File: src/rtl/trap_arbiter.sv
// Trap arbiter: collects virtualised trap sources and the system IRQ while the
// guest runs, raises NMI, and on the guest's next ISR fetch switches to host
// mode, latching the winning cause and flagging the address capture window.
// Handshake: clr_valid is a single-cycle strobe with no ready; it always takes
// effect on the clock edge where it is high (a same-cycle set of the same bit wins).
module trap_arbiter #(
   parameter int NUM_SRC     = 4,
   parameter int NMI_TIMEOUT = 255,
   localparam int CAUSE_W    = $clog2(NUM_SRC + 1)
) (
   input  logic               clk,
   input  logic               rst,
   input  logic               m1_n,
   input  logic               irq_sys_n,
   input  logic [NUM_SRC-1:0] trap_req,
   input  logic [NUM_SRC-1:0] trap_mask,
   input  logic               new_isr,
   input  logic               last_isr_jmp,
   input  logic               virtual_enabled,
   input  logic               clr_valid,
   input  logic [CAUSE_W-1:0] clr_idx,
   output logic               trap_state,
   output logic               nmi_n,
   output logic               irq_n,
   output logic               capture_address,
   output logic [CAUSE_W-1:0] trap_cause,
   output logic               timeout_err
);

   // Watchdog counter is at least 8 and at most 16 bits wide.
   localparam int CNT_RAW = $clog2(NMI_TIMEOUT + 1);
   localparam int CNT_W   = (CNT_RAW < 8) ? 8 : ((CNT_RAW > 16) ? 16 : CNT_RAW);
   localparam logic [CNT_W:0] TIMEOUT_V = (CNT_W + 1)'(NMI_TIMEOUT);

   typedef enum logic {HOST = 1'b0, GUEST = 1'b1} state_t;

   state_t             state;
   state_t             state_nxt;
   logic               m1_q;
   logic               m1_fall;
   logic               m1_rise;
   logic [NUM_SRC:0]   pending;
   logic [NUM_SRC:0]   pending_nxt;
   logic [NUM_SRC:0]   set_mask;
   logic [NUM_SRC:0]   clr_mask;
   logic [NUM_SRC:0]   entry_mask;
   logic               any_pending;
   logic               entry;
   logic               irq_supress;
   logic [CAUSE_W-1:0] low_idx;
   logic [CNT_W-1:0]   nmi_cnt;
   logic [CNT_W:0]     nmi_cnt_inc;

   // Next-state, pending update and combinational outputs.
   always_comb begin
      m1_fall     = m1_q & ~m1_n;
      m1_rise     = ~m1_q & m1_n;
      any_pending = |pending;
      // Lowest set index wins, so IRQ (bit 0) has top priority.
      low_idx = '0;
      for (int i = NUM_SRC; i >= 0; i--) begin
         if (pending[i]) low_idx = CAUSE_W'(i);
      end
      entry      = (state == GUEST) & m1_fall & any_pending & new_isr;
      set_mask   = '0;
      clr_mask   = '0;
      entry_mask = '0;
      if (state == GUEST) begin
         set_mask[NUM_SRC:1] = trap_req & trap_mask;
         set_mask[0]         = ~irq_n & ~irq_supress;
      end
      // Out-of-range clr_idx matches no bit and is therefore ignored.
      for (int i = 0; i <= NUM_SRC; i++) begin
         clr_mask[i]   = clr_valid & (clr_idx == CAUSE_W'(i));
         entry_mask[i] = entry & (low_idx == CAUSE_W'(i));
      end
      pending_nxt = (pending & ~clr_mask & ~entry_mask) | set_mask;
      state_nxt = state;
      case (state)
         HOST:  if (m1_fall & virtual_enabled & last_isr_jmp) state_nxt = GUEST;
         GUEST: if (entry) state_nxt = HOST;
                else if (m1_fall & ~virtual_enabled) state_nxt = HOST;
         default: state_nxt = HOST;
      endcase
      trap_state  = (state == HOST);
      nmi_n       = ~((state == GUEST) & any_pending);
      nmi_cnt_inc = {1'b0, nmi_cnt} + (CNT_W + 1)'(1);
   end

   // M1 edge detection and IRQ latching on M1 rise.
   always_ff @(posedge clk) begin
      if (rst) begin
         m1_q  <= 1'b1;
         irq_n <= 1'b1;
      end else begin
         m1_q <= m1_n;
         if (m1_rise) irq_n <= irq_sys_n;
      end
   end

   // Host/guest state register.
   always_ff @(posedge clk) begin
      if (rst) state <= HOST;
      else     state <= state_nxt;
   end

   // Pending bits, cause latch, capture window and IRQ suppression.
   always_ff @(posedge clk) begin
      if (rst) begin
         pending         <= '0;
         trap_cause      <= '0;
         capture_address <= 1'b0;
         irq_supress     <= 1'b0;
      end else begin
         pending <= pending_nxt;
         if (entry) trap_cause <= low_idx;
         // Capture window opens on the entry M1 fall and closes on the next one.
         if (m1_fall) capture_address <= entry;
         if (irq_n) irq_supress <= 1'b0;
         else if (set_mask[0]) irq_supress <= 1'b1;
      end
   end

   // NMI watchdog: saturating low-time counter with a sticky error flag.
   always_ff @(posedge clk) begin
      if (rst) begin
         nmi_cnt     <= '0;
         timeout_err <= 1'b0;
      end else if (nmi_n) begin
         nmi_cnt <= '0;
      end else begin
         if (nmi_cnt != '1) nmi_cnt <= nmi_cnt_inc[CNT_W-1:0];
         if (nmi_cnt_inc >= TIMEOUT_V) timeout_err <= 1'b1;
      end
   end

endmodule

File: config.mk
export PLATFORM = sky130hd
export DESIGN_NAME = trap_arbiter
export DESIGN_NICKNAME = d
export VERILOG_FILES = /design/src/rtl/trap_arbiter.sv
export SDC_FILE = /design/constraint.sdc
export NUM_CORES = 1
export LEC_CHECK = 0
export ABC_AREA = 1
export CORE_MARGIN = 3
export CORE_UTILIZATION = 51
export CTS_BUF_LIST = sky130_fd_sc_hd__clkbuf_2
export DETAILED_ROUTE_END_ITERATION = 12
export MAX_ROUTING_LAYER = met4
export PLACE_DENSITY = 0.91
export SYNTH_ARGS = -nofsm -noshare
export SYNTH_HDL_FRONTEND = slang
export SYNTH_SLANG_ARGS = --single-unit
File: constraint.sdc
create_clock -name clk -period 1.61 [get_ports clk]
set_input_delay 0.322 -clock clk [delete_from_list [all_inputs] [get_ports clk]]
set_output_delay 0.322 -clock clk [all_outputs]
set_load 0.05 [all_outputs]
## Yosys cells after proc, flatten, opt, wreduce, memory -nomap -nowiden

Cells that the tools add are included.

| cells by class | value |
|---|---|
| add/sub/neg operators | 1 |
| $lt $le $gt $ge | 1 |
| equal/unequal tests | 9 |
| muxes and demuxes | 10 |
| bitwise logic cells | 33 |
| reductions and logical operators | 6 |

Operator list:

| kind | count |
|---|---|
| bitwise AND 1 bit | 20 |
| 2-to-1 mux 3 bit | 5 |
| equality test 3 x 2 -> 1 bit (second input constant) | 4 |
| bitwise AND 5 bit | 2 |
| NOT 5 bit | 2 |
| adder 8 x 1 -> 9 bit (second input constant) | 1 |
| greater-or-equal comparator 9 x 8 -> 1 bit (second input constant) | 1 |
| inequality test 8 bit (second input constant) | 1 |
| NOT 1 bit | 7 |
| equality test 3 x 1 -> 1 bit (second input constant) | 2 |
| equality test 3 bit (second input constant) | 2 |
| logical NOT 3 bit | 2 |
| 2-to-1 mux 5 bit | 1 |
| bitwise OR 5 bit | 1 |
| OR reduction 5 bit | 1 |
| bitwise AND 4 bit | 1 |
| OR reduction 2 bit | 2 |
| 2-to-1 mux 1 bit | 3 |
| one-hot mux 1 bit (2 select lines) | 1 |
| AND reduction 2 bit | 1 |

| word-level totals | value |
|---|---|
| flip-flop bits (word level) | 22 |
| input bits | 19 |
| output and inout port bits | 8 |
| logic and storage cells | 69 |

## Logic depth before layout (Yosys ltp)

| logic depth | value |
|---|---|
| depth after elaboration | 10 |
| mapped depth | 11 |
| mapped depth without buffers | 11 |

## Worst setup path before layout

No wires, ideal clock.

| timing | value |
|---|---|
| path kind | register to register |
| start | reg nmi_cnt[1] |
| end | reg timeout_err |
| setup time | 0.113 ns |
| arrival time | 1.169 ns |
| required time | 1.497 ns |
| setup slack | 0.328 ns |
| cell stages (with the launch flop) | 11 |
| path buffers | 0 |
| clock period less this slack | 1.282 ns |
| path through | dfxtp_1 -> ha_1 -> nand2_2 -> nor2_2 -> nand2_4 -> nand3_2 -> nand2_1 -> nand4_1 -> nand2_1 -> nand2_1 -> nand2_1 |

| between the ends | value |
|---|---|
| cells in the longest elaborated chain, start to end | 3 |

Ends and longest elaborated chain:

| element | RTL line | source |
|---|---|---|
| from (decl) | 51 | `logic [CNT_W-1:0] nmi_cnt;` |
| from (signal assigned) | 132 | `if (nmi_cnt != '1) nmi_cnt <= nmi_cnt_inc[CNT_W-1:0];` |
| adder 8 x 1 -> 9 bit | 87 | `nmi_cnt_inc = {1'b0, nmi_cnt} + (CNT_W + 1)'(1);` |
| greater-or-equal comparator 9 x 8 -> 1 bit | 133 | `if (nmi_cnt_inc >= TIMEOUT_V) timeout_err <= 1'b1;` |
| AND reduction 2 bit (no source line) | - |  |
| to (signal assigned) | 128 | `timeout_err <= 1'b0;` |
| to (signal assigned) | 133 |  |
| to (decl) | 27 | `output logic timeout_err` |

Every way passes these cells.
A chain may end at the register's enable or synchronous reset.

## Final worst setup path

| timing | value |
|---|---|
| start | reg pending[0] |
| end | out nmi_n |

| between the ends | value |
|---|---|
| cells in the longest elaborated chain, start to end | 3 |

Ends and longest elaborated chain:

| element | RTL line | source |
|---|---|---|
| from (decl) | 42 | `logic [NUM_SRC:0] pending;` |
| from (signal assigned) | 115 | `pending <= pending_nxt;` |
| OR reduction 5 bit | 58 | `any_pending = \|pending;` |
| bitwise AND 1 bit | 86 | `nmi_n = ~((state == GUEST) & any_pending);` |
| NOT 1 bit (no source line) | - |  |
| to (decl) | 23 | `output logic nmi_n,` |

Every way passes these cells.

==> metrics.cfg <==
[setup_path]
startpoint_type=flop
crit_type=flop to output port
crit_fanout=4
r2r_cells=10
required_ps=1290
cp-end-kind=output port
arrival_ps=1190
r2r_setup_slack_ps=150

[global_route]
grt_pass1_vias=1129
antenna_found_initial=0
grt_usage=0.208
use_met2=0.402
grt_max_degree=13
grt-ovfl-total=0
met1_usage=0.199
met3_usage=0.0282
grt_pass1_wl_mm=4.28
gr-max-usage-layer=met2

[route]
ant_nets=0
vias=1138
wl_per_cell_um=12.2
dr.pass1.iters=5
drt_wl_total_mm=2.69
initialDrtViolationCount=20
drc=0
vias_per_cell=5.15

[timing]
worst_pin_slew_ps=244
hold_violations=0
final.min_clock_period_ps=1510
setup_viol=0
clock_skew_ps=1.20
timing.final.ws_setup_ps=99.7
drv_slew=0
rsz0062_at_grt=no
timing.fmax_ghz=0.662
post-route-period-util=0.938
maxSlewHeadroom=0.836

[die]
pin_count=27
die_x_um=53.5
initial_core_util=0.563
dieHeight_um=53.5
core_area_um2=2040
fp.dieArea_um2=2860
num_rows=16

[cts]
holdBufCountCts=0
numCtsBuffers=3
clock-root-buffer=clkbuf_2
clk_pin_slew_ps=200
clkLatencyLatePin_ps=310
htreeDepth=1
cts.sinks=22
tritoncts=yes
cts_buffer_depth=2

[pwr]
leakagePower_nw=0.692
powerDensity_nw_per_um2=600
vdd_ir_drop_max_v=0.000507

[synth]
ys_seq_area_frac=0.383
ys_seq_elements=22
synth_cell_type_count=29
syn-cell-area_um2=1150
syn_nets=182
ys.warnings.count=0
synth_area_per_cell_um2=7.13
synthCells=161

[final_layout]
syn_to_final_growth_pct=30.8
finalNonFillerCells=221
final_cell_mix=nand2_1 (42), inv_1 (24), dfxtp_1 (20)
nets=216
layout_commonest_cell=nand2_1
layout-drive-gt1-share=0.196
diodes=0

[place]
detailedPlace.worstSlack_ps=-8.73
place_inst=215
routabilityCongestion=0.909
post-dp-hpwl_mm=2.15
port_buffers=26

[hold_path]
hold_path.class=flop to flop
min_path_cells=1

[run]
cap_viol_max_count=0

[run_status]
status=finished, final reports clean

[power breakdown]
part	total, mW	internal [mW]	switching [mW]
Combinational	0.127	0.0672	0.0597
Sequential	0.562	0.553	0.00900
Clock	0.212	0.0541	0.158
Total	0.901	0.675	0.226
[per-layer routing]
metal,vias up,share of wire
li1,578,-
met1,524,0.40
met2,30,0.55
met3,6,0.032
met4,0,0.019
met5,-,0
[state kept, by name, indices dropped and copies added (netlist names)]
signal	count
irq_supress	1
state	1
trap_cause	3
irq_n	1
capture_address	1
m1_q	1
pending	5
nmi_cnt	8
timeout_err	1
[through the flow]
step           hold WS [ps]  utilization  TNS [ps]  total power [mW]  area, um^2
6_report                464        0.736         0             0.901        1500
5_1_grt                 487        0.736         0             0.935        1500
4_1_cts                 464        0.725         0             0.903        1480
3_5_place_dp            441        0.714     -8.73             0.696        1460
3_3_place_gp            430        0.714         0             0.691        1460
2_1_floorplan           430            -         0             0.623        1150
[Yosys cell counts, drive strengths merged]
library cell | number | share of area
a211oi | 1 | 0.0065
a21oi | 16 | 0.076
a31oi | 2 | 0.011
clkbuf | 1 | 0.0033
clkinv | 2 | 0.0065
dfxtp | 22 | 0.38
ha | 2 | 0.022
inv | 26 | 0.087
nand2 | 47 | 0.17
nand3 | 15 | 0.074
nand3b | 2 | 0.016
nand4 | 2 | 0.011
nor2 | 16 | 0.082
o2111ai | 1 | 0.0076
o211ai | 1 | 0.0065
o21ai | 3 | 0.020
o21bai | 1 | 0.0065
xor2 | 1 | 0.0076
[critical path: stages (launching register included)]
cell	delay, ps
dfxtp_2	390
nor2_2	140
nand3b_2	110
nand2_4	100
buf_12	140
[cells by family (layout without fill, tap and decap cells)]
group / after synthesis / after routing / share of synthesized area
flops: 22 / 22 / 0.383
buf+inv: 29 / 62 / 0.0970
compound gates: 25 / 25 / 0.134
simple gates: 82 / 82 / 0.356
fa+ha+maj: 2 / 2 / 0.0218
xor+xnor: 1 / 1 / 0.00763
[final timing paths]
path,start,end
setup / recovery,pending[0],nmi_n
hold / removal,irq_n,irq_supress
setup reg to reg,nmi_cnt[1],timeout_err
hold reg to reg,irq_n,irq_supress
[layout make-up]
type,count,area (um^2)
Clock buffer,3,15.0
Clock inverter,1,3.75
Fill cell,148,539
Inverter,28,108
Multi-Input combinational cell,110,604
Sequential cell,22,443
Tap cell,27,33.8
Timing Repair Buffer,30,295
[repair_timing]
item	CTS	global route
gates resized for setup	1	3
setup buffers	0	2
cloned	0	0
endpoints found under the hold margin	0	0
endpoints found under the setup margin	1	2
No activity file was read; power rests on OpenSTA's default activity.
